**config.mk**
```make
export PLATFORM = sky130hd
export DESIGN_NAME = tcdm_bfly_master_shim
export DESIGN_NICKNAME = d
export VERILOG_FILES = /design/src/rtl/tcdm_bfly_master_shim.sv
export SDC_FILE = /design/constraint.sdc
export NUM_CORES = 1
export LEC_CHECK = 0
export ABC_AREA = 1
export BUFFER_PORTS_ARGS = -buffer_cell sky130_fd_sc_hd__clkbuf_2
export CAP_MARGIN = 25
export CORE_ASPECT_RATIO = 0.5
export CORE_MARGIN = 5
export CORE_UTILIZATION = 43
export DETAILED_ROUTE_END_ITERATION = 8
export HOLD_SLACK_MARGIN = 0.12
export PLACE_DENSITY_LB_ADDON = 0.08
export SLEW_MARGIN = 20
export SYNTH_ARGS = -nofsm -noshare
export SYNTH_HDL_FRONTEND = slang
export SYNTH_SLANG_ARGS = --single-unit
```
**constraint.sdc**
```tcl
create_clock -name clk_i -period 2.6 [get_ports clk_i]
set_input_delay 0.52 -clock clk_i [delete_from_list [all_inputs] [get_ports clk_i]]
set_output_delay 0.52 -clock clk_i [all_outputs]
set_load 0.02 [all_outputs]
```
**src/rtl/tcdm_bfly_master_shim.sv**
```systemverilog
// tcdm_bfly_master_shim
//   Bridges one TCDM master port onto the first stage of a butterfly
//   interconnect. The routing address and the packed request word go straight
//   through. Every granted transaction, read or write, returns exactly one
//   response through a small response FIFO. Responses come back in grant order.
//   Requests are throttled so the FIFO can always take every response in flight.
//
// Ports
//   clk_i, rst_ni            clock, asynchronous active-low reset
//   req_i/gnt_o              master request handshake
//   add_i, wen_i, be_i,      master byte address, write enable (1=write),
//   wdata_i                  byte enables, write data
//   r_valid_o/r_ready_i      master response handshake
//   r_rdata_o                response data (FIFO head)
//   req_o/gnt_i              network request handshake
//   add_o                    routing address: word address bits of add_i
//   data_o                   {wen, be, wdata}
//   rdata_i                  network response data, valid one cycle after grant
//
// Configuration macro
//   TCDM_SHIM_RESP_BYPASS_EN  When defined, a response that arrives while the
//                             FIFO is empty is presented combinationally in
//                             its arrival cycle. It is stored only if the
//                             master does not accept it in that cycle.
module tcdm_bfly_master_shim #(
    parameter int unsigned AddrWidth = 32,
    parameter int unsigned DataWidth = 32,
    parameter int unsigned AddWidth  = 4,
    parameter int unsigned RespDepth = 2,
    localparam int unsigned BeWidth  = DataWidth / 8
) (
    input  logic                         clk_i,
    input  logic                         rst_ni,
    input  logic                         req_i,
    output logic                         gnt_o,
    input  logic [AddrWidth-1:0]         add_i,
    input  logic                         wen_i,
    input  logic [BeWidth-1:0]           be_i,
    input  logic [DataWidth-1:0]         wdata_i,
    output logic                         r_valid_o,
    input  logic                         r_ready_i,
    output logic [DataWidth-1:0]         r_rdata_o,
    output logic                         req_o,
    input  logic                         gnt_i,
    output logic [AddWidth-1:0]          add_o,
    output logic [DataWidth+BeWidth:0]   data_o,
    input  logic [DataWidth-1:0]         rdata_i
);

    localparam int unsigned ByteOff = $clog2(BeWidth);
    localparam int unsigned CntW    = $clog2(RespDepth + 1);
    localparam int unsigned OccW    = CntW + 1;
    localparam int unsigned PtrW    = (RespDepth > 1) ? $clog2(RespDepth) : 1;

    logic [CntW-1:0]      cnt_q;
    logic                 infl_q;
    logic [PtrW-1:0]      wr_ptr_q, rd_ptr_q;
    logic [DataWidth-1:0] mem_q [RespDepth];

    logic pop, fifo_pop, push, issue_ok;

    function automatic logic [PtrW-1:0] ptr_inc(input logic [PtrW-1:0] p);
        return (p == PtrW'(RespDepth - 1)) ? '0 : p + 1'b1;
    endfunction

    // Only the word-address bits select a route; the rest of add_i is ignored.
    logic unused_add;
    assign unused_add = ^add_i;

    assign add_o  = add_i[ByteOff +: AddWidth];
    assign data_o = {wen_i, be_i, wdata_i};

    assign pop = r_valid_o & r_ready_i;

    // Outstanding = stored responses + the one still on the network. A new
    // grant is allowed only if a FIFO slot will be free when it returns.
    // A pop in this cycle frees one slot.
    assign issue_ok = (OccW'(cnt_q) + OccW'(infl_q)) < (OccW'(RespDepth) + OccW'(pop));

    // Gated with reset so that nothing leaks onto the network while in reset.
    assign req_o = rst_ni & req_i & issue_ok;
    assign gnt_o = req_o & gnt_i;

`ifdef TCDM_SHIM_RESP_BYPASS_EN
    logic bypass;
    assign bypass    = infl_q & (cnt_q == '0);
    assign r_valid_o = (cnt_q != '0) | bypass;
    assign r_rdata_o = bypass ? rdata_i : mem_q[rd_ptr_q];
    assign push      = infl_q & ~(bypass & r_ready_i);
`else
    assign r_valid_o = (cnt_q != '0);
    assign r_rdata_o = mem_q[rd_ptr_q];
    assign push      = infl_q;
`endif

    // A bypassed pop never touches the FIFO.
    assign fifo_pop = pop & (cnt_q != '0);

    always_ff @(posedge clk_i or negedge rst_ni) begin
        if (!rst_ni) begin
            cnt_q    <= '0;
            infl_q   <= 1'b0;
            wr_ptr_q <= '0;
            rd_ptr_q <= '0;
        end else begin
            infl_q <= gnt_o;
            cnt_q  <= cnt_q + CntW'(push) - CntW'(fifo_pop);
            if (push)     wr_ptr_q <= ptr_inc(wr_ptr_q);
            if (fifo_pop) rd_ptr_q <= ptr_inc(rd_ptr_q);
        end
    end

    // Storage is not reset: entries are unobservable while cnt_q is zero.
    always_ff @(posedge clk_i) begin
        if (push) mem_q[wr_ptr_q] <= rdata_i;
    end

    a_no_overflow : assert property (@(posedge clk_i) disable iff (!rst_ni)
        !(push && !fifo_pop && (cnt_q == CntW'(RespDepth))));

endmodule

```
==> results.json, run 1 <==
{
  "postRouteAntennaNets": 0,
  "dpl.cell_count": 360,
  "clock-sinks": 69,
  "fin_crit_ps": 2330,
  "synthCells": 241,
  "die_x_microns": 128,
  "worst_pin_slew_ps": 470,
  "ir_worst_vdd_mv": 0.535,
  "drive_gt1_share_pct": 34.9,
  "ys_seq_area_share_pct": 68.5,
  "ctsResizeCount": 0,
  "grt_antenna_before_repair": 0,
  "cp_slowest_cell": "dlygate4sd3_1",
  "fin_nets": 390,
  "gp_congestion": 0.724,
  "synthTopCellsByArea": "edfxtp_1 (64%), nand2_1 (11%), buf_4 (11%)",
  "rows": 21,
  "grt_pass1_vias": 1853,
  "status": "complete, no violations",
  "finalMaxSlewViolations": 0,
  "cts.root.buffer_cell": "clkbuf_16",
  "r2r_start": "cnt_q[1]$_DFF_PN0_",
  "worstSkewPairLatency_ps": 310,
  "cp_max_fo": 6,
  "synthesis.nets": 351,
  "path_buf_inv": 3,
  "drc_errors": 0,
  "clock-skew-final_ps": 3.72,
  "synth.largest_area_cell": "edfxtp_1",
  "cp.arrival_ps": 1810,
  "path_class": "primary input to primary output",
  "synth.avg_cell_area_sq_um": 12.4,
  "io-pin-count": 182,
  "synth_area_sq_um": 2990,
  "crit_required_ps": 2080,
  "yosysWarnings": 0,
  "r2r_slack_ps": 1020,
  "path_clk_slew_ps": 50,
  "num_vias": 1686,
  "htree_levels": 3,
  "drtPass1Iterations": 4,
  "fin_cells": 376,
  "cts_buffer_depth": 2,
  "maxCapViolCount": 0,
  "hold_path_depth": 1,
  "r2r-end": "cnt_q[1]$_DFF_PN0_",
  "power_leakage_uw": 0.00150,
  "crit_family": "buffers and inverters",
  "end_kind": "primary output",
  "worstSetupStartpointType": "primary input",
  "die_h_microns": 68.9,
  "tns_ps": 0,
  "track_usage_pct": 14.5,
  "synth.top_cell.area_share_pct": 64.3,
  "cts_tree": "built",
  "holdPathEnd": "mem_q[0][0]$_DFFE_PP_",
  "hold_violations": 0,
  "vias_per_cell": 4.48,
  "period_share_pct": 89.6,
  "drtIter0Drc": 63,
  "cts_buffers": 9,
  "routed_wl_mm": 6.16,
  "clock.fmax_mhz": 429,
  "die_area_sq_um": 8820,
  "grt_start_max_net_pins": 34,
  "synth_cell_types": 14,
  "portBuffers": 71,
  "grt-ovfl-total": 0,
  "ff2ff_path_depth": 9,
  "antennaDiodeCount": 0,
  "crit_chain": "dlygate4sd3_1 -> clkbuf_2 -> nand2_1 -> nor2_1 -> nand2_1 -> nor2_1 -> clkbuf_2",
  "hp-start": "rdata_i[0]",
  "final_util_pct": 50.3,
  "slew_headroom_pct": 68.7,
  "dp_hpwl_mm": 4.54,
  "wl_per_cell_microns": 16.4,
  "power.density_nw_per_um2": 1040,
  "grt_pass1_wl_mm": 9.52,
  "core-area_sq_um": 6730,
  "syn2layout_area_growth_pct": 13.3,
  "rsz0062_at_grt": "false",
  "synth-seq-cells": 69,
  "slowest_delay_ps": 520,
  "start_util_pct": 44.4,
  "setup_violations": 0,
  "hold_ws_ps": 395,
  "hold_path.class": "primary input to flip-flop"
}
-- synthesized netlist by cell type --
library cell,instances
inv_8,1
xnor2_1,1
nand3_1,1
edfxtp_1,64
ha_1,4
buf_6,3
nand2_2,11
inv_1,9
dfrtp_1,5
xor2_1,3
nor2_1,3
nand2_1,91
buf_4,44
buf_12,1
-- stage by stage --
step / power, uW / setup WS (ps) / area, sq um
2_1_floorplan: 2340 / 377 / 2990
3_3_place_gp: 2540 / 775 / 3120
3_5_place_dp: 2550 / 753 / 3120
4_1_cts: 3590 / 249 / 3380
5_1_grt: 3760 / 180 / 3380
6_report: 3520 / 271 / 3380
-- cells by family (layout without fill, tap and decap cells) --
group | count (synthesis) | after routing | synth area share (%)
adders and majority gates | 4 | 4 | 1.68
buffers and inverters | 58 | 101 | 14.4
xor gates and xnor gates | 4 | 4 | 1.17
DFF | 69 | 69 | 68.5
and+or+nand+nor | 106 | 106 | 14.3
-- power breakdown --
part,internal (uW),switching [uW],leakage [uW]
registers,1320,73.8,0.000639
logic,342,765,0.000741
clock network,633,386,0.000124
-- worst register-to-register path: cells and delay by family, from the launching register on --
kind / cells / cell delay [ps]
adder cells (fa/ha/maj): 2 / 430
XOR/XNOR: 2 / 320
flip-flops: 1 / 380
AND/OR/NAND/NOR: 2 / 180
buffers and inverters: 3 / 190
-- placed cells by master (no fill, tap or decap) --
cell type      synthesis  layout
nor2_1                 3       2
inv_8                  1       1
buf_4                 44       3
dlygate4sd3_1          0       1
edfxtp_1              64      64
clkbuf_16              0       9
nand3_1                1       1
clkbuf_2               0      71
xnor2_1                1       1
clkbuf_1               0       3
nand2_1               91      91
nand2_2               11      11
xor2_1                 3       3
buf_12                 1       1
clkinv_2               0       2
inv_1                  9       9
nor2_4                 0       1
ha_1                   4       4
dfrtp_1                5       5
clkinv_1               0       1
-- repair_timing --
| item | 4_1_cts | 5_1_grt |
|---|---|---|
| hold buffers | 1 | 0 |
| hold endpoints to repair | 5 | 0 |
| buffers inserted | 0 | 0 |
-- routing by layer --
metal,vias up,GRT usage [%],wire length [microns]
li1,825,-,-
met1,771,13.4,2030
met2,73,28.6,3350
met3,17,7.46,696
met4,0,4.50,85
met5,-,0,0
-- state kept, by name (all words and copies together), names as in the netlist --
signal    cells
mem_q        64
cnt_q         2
infl_q        1
rd_ptr_q      1
wr_ptr_q      1
-- cell type report --
type                            count  area (sq um)
Fill cell                         622          3340
Sequential cell                    69          2050
Multi-Input combinational cell    114           519
Timing Repair Buffer               76           408
Clock buffer                       12           236
Tap cell                           92           115
Inverter                           10          45.0
Clock inverter                      3          13.8
-- worst max path at each step --
stage	depth (start not counted)	slack, ps	startpoint	end
after floorplan	2	380	infl_q$_DFF_PN0_	mem_q[0][0]$_DFFE_PP_
after global placement	6	780	infl_q$_DFF_PN0_	gnt_o
after detailed placement	6	750	infl_q$_DFF_PN0_	gnt_o
after CTS	7	250	rst_ni	gnt_o
after global routing	7	180	rst_ni	gnt_o
final	7	270	rst_ni	gnt_o
Power figures use the tool's default switching activity.
==> run 2: changes to the inputs <==
- ABC_AREA: 1 -> unset
==> run 2 against run 1 <==
Clock skew rose by 1.1 ps. Sequential share of layout area rose by 0.70 points. Critical endpoint unchanged. Area after synthesis fell by 2.5%. Sequential power barely moved. Combinational power fell by 18%. Synthesized cell count fell by 32%. Critical path type is now flip-flop to primary output. Largest cell class unchanged. Largest power group unchanged. Highest routed layer unchanged. Final cell count fell by 20%.
==> results.json, run 2 <==
{
  "hold_violations": 0,
  "clock-sinks": 69,
  "grt_start_max_net_pins": 29,
  "synth_area_sq_um": 2910,
  "final_common_cell": "clkbuf_2",
  "yosysWarnings": 0,
  "vias_per_cell": 4.72,
  "power_leakage_uw": 0.00129,
  "synthTopCellsByArea": "edfxtp_1 (66%), mux2_2 (12%), buf_4 (11%)",
  "grt_pass1_vias": 1492,
  "synth.avg_cell_area_sq_um": 17.7,
  "grt-ovfl-total": 0,
  "path_clk_slew_ps": 50,
  "cp_slowest_cell": "dfrtp_1",
  "dp_hpwl_mm": 4.10,
  "slowest_delay_ps": 420,
  "synth_compound_area_share_pct": 0.558,
  "cts_buffers": 9,
  "power.density_nw_per_um2": 998,
  "ys_seq_area_share_pct": 70.3,
  "seq_area_sq_um": 2050,
  "clock-skew-final_ps": 4.81,
  "ir_worst_vdd_mv": 0.502,
  "num_vias": 1425,
  "multi_input_area_sq_um": 509,
  "r2r-end": "cnt_q[1]$_DFF_PN0_",
  "postLayoutCellArea_sq_um": 3350,
  "core-area_sq_um": 6620,
  "end_kind": "primary output",
  "clock.fmax_mhz": 422,
  "crit_cells": 5,
  "track_usage_pct": 12.6,
  "synthAdderAreaFrac_pct": 1.72,
  "synth_cell_types": 18,
  "synth.top_cell.area_share_pct": 66.0,
  "finalMaxSlewViolations": 0,
  "die_area_sq_um": 8620,
  "maxCapViolCount": 0,
  "synth.largest_area_cell": "edfxtp_1",
  "rsz0062_at_grt": "false",
  "crit_family": "adder cells",
  "cp.arrival_ps": 1850,
  "setup_violations": 0,
  "synth_top_family_by_area": "buffers and inverters",
  "cts.root.buffer_cell": "clkbuf_16",
  "crit_required_ps": 2080,
  "top_register": "mem_q",
  "rows": 21,
  "layout_common_cells": "clkbuf_2 (71), edfxtp_1 (64), mux2_2 (30), clkbuf_16 (9), dfrtp_1 (5)",
  "cpMostUsedCell": "ha_1",
  "worstSkewPairLatency_ps": 320,
  "worstSetupStartpointType": "flip-flop",
  "hold_ws_ps": 384,
  "start_util_pct": 44.0,
  "placed_area_sq_um": 3090,
  "io-pin-count": 182,
  "routed_wl_mm": 5.50,
  "cp_max_fo": 4,
  "synth_edf_count": 64,
  "largest_reg_flops": 64,
  "drive_gt1_share_pct": 56.7,
  "ys.flop_type": "edfxtp_1",
  "num-fill-cells": 585,
  "synthesis.nets": 275,
  "period_share_pct": 91.1,
  "synth-xor-area-share_pct": 1.20,
  "postRouteAntennaNets": 0,
  "tns_ps": 0,
  "hold_path.class": "primary input to flip-flop",
  "dpl.cell_count": 286,
  "slew_headroom_pct": 62.0,
  "synth-seq-cells": 69,
  "portBuffers": 71,
  "drtPass1Iterations": 3,
  "cts_tree": "built",
  "gp_congestion": 0.659,
  "final_util_pct": 50.5,
  "grt_pass1_wl_mm": 7.94,
  "muxShareOfSynthArea_pct": 12.4,
  "path_class": "flip-flop to primary output",
  "yosys.area_share.simple_pct": 1.37,
  "cp-endpoint": "gnt_o",
  "wl_per_cell_microns": 18.2,
  "worst_pin_slew_ps": 571,
  "synthTopCellsByCount": "edfxtp_1 (64), buf_4 (41), mux2_2 (30)",
  "largestRegisters": "mem_q (64), cnt_q (2)",
  "r2r_slack_ps": 1000,
  "path_buf_inv": 1,
  "synth_most_common_cell": "edfxtp_1",
  "die_h_microns": 68.2,
  "drtIter0Drc": 88,
  "post_cts_buffers": 0,
  "cp-startpoint": "cnt_q[0]$_DFF_PN0_",
  "ff2ff_path_depth": 7,
  "grt_antenna_before_repair": 0,
  "r2r_start": "cnt_q[0]$_DFF_PN0_",
  "antennaDiodeCount": 0,
  "htree_levels": 3,
  "fin_crit_ps": 2370,
  "syn2layout_area_growth_pct": 14.9,
  "status": "complete, no violations",
  "cts_buffer_depth": 2,
  "die_x_microns": 126,
  "async_reset_ff_share_pct": 7.25,
  "fin_nets": 316,
  "fin_cells": 302,
  "crit_chain": "ha_1 -> ha_1 -> o21a_1 -> nor4b_2 -> clkbuf_2",
  "drc_errors": 0,
  "synthCells": 165
}
run 2: cell count changes after synthesis, sizes merged, moves of 3 or more:
cell | previous run | this run
inv | 10 | 3
nand2 | 102 | 1
buf | 48 | 45
mux2 | 0 | 32
run 2: through the flow:
| step | total power [uW] | setup WS, ps |
|---|---|---|
| 4_1_cts | 3390 | 215 |
| 5_1_grt | 3510 | 114 |
| 3_3_place_gp | 2340 | 589 |
| 6_report | 3340 | 231 |
| 3_5_place_dp | 2350 | 571 |
| 2_1_floorplan | 2190 | 375 |
run 2: worst register-to-register path, delay by kind of cell, from the launching register on:
kind	cells	cell delay, ps
AO/OA/AOI/OAI	1	220
adder cells (fa/ha/maj)	2	450
flip-flops	1	420
buffers and inverters	2	110
XOR/XNOR	2	330
run 2: area by class of cell:
class                           count  share of cell area (%)
Clock buffer                       12                    7.07
Inverter                            3                   0.337
Multi-Input combinational cell     48                    15.2
Tap cell                           92                    3.44
Clock inverter                      3                   0.411
Timing Repair Buffer               75                    12.3
Sequential cell                    69                    61.2
run 2: logic make-up (layout without fill, tap and decap cells):
group | count (synthesis) | in the layout
buf+inv | 48 | 93
xor+xnor | 4 | 4
fa+ha+maj | 4 | 4
mux | 32 | 32
compound gates | 2 | 2
flops | 69 | 69
simple gates | 6 | 6
run 2: routing by layer:
metal | up-vias | global-route usage (%) | wire length [microns]
met3 | 14 | 7.40 | 598
li1 | 645 | - | -
met1 | 677 | 12.3 | 1850
met5 | - | 0.588 | 0
met4 | 0 | 5.21 | 83
met2 | 89 | 22.4 | 2970
run 2: power breakdown:
group	total (uW)	switching, uW	internal (uW)
Clock	1030	401	633
Combinational	915	506	410
Sequential	1390	66.6	1320
run 2: how the worst min path moves through the flow:
stage | from | end | slack [ps] | depth (start not counted)
final | rdata_i[11] | mem_q[1][11]$_DFFE_PP_ | 380 | 1
after global routing | rdata_i[14] | mem_q[1][14]$_DFFE_PP_ | 370 | 1
after CTS | rdata_i[14] | mem_q[1][14]$_DFFE_PP_ | 370 | 1
after detailed placement | rst_ni | infl_q$_DFF_PN0_ | 350 | 1
after global placement | rst_ni | infl_q$_DFF_PN0_ | 360 | 1
after floorplan | rst_ni | cnt_q[0]$_DFF_PN0_ | 220 | 0
run 2: what timing repair did:
action | in CTS | in global routing
resized for setup | 0 | 0
endpoints found under the hold margin | 5 | 0
hold buffers | 1 | 0
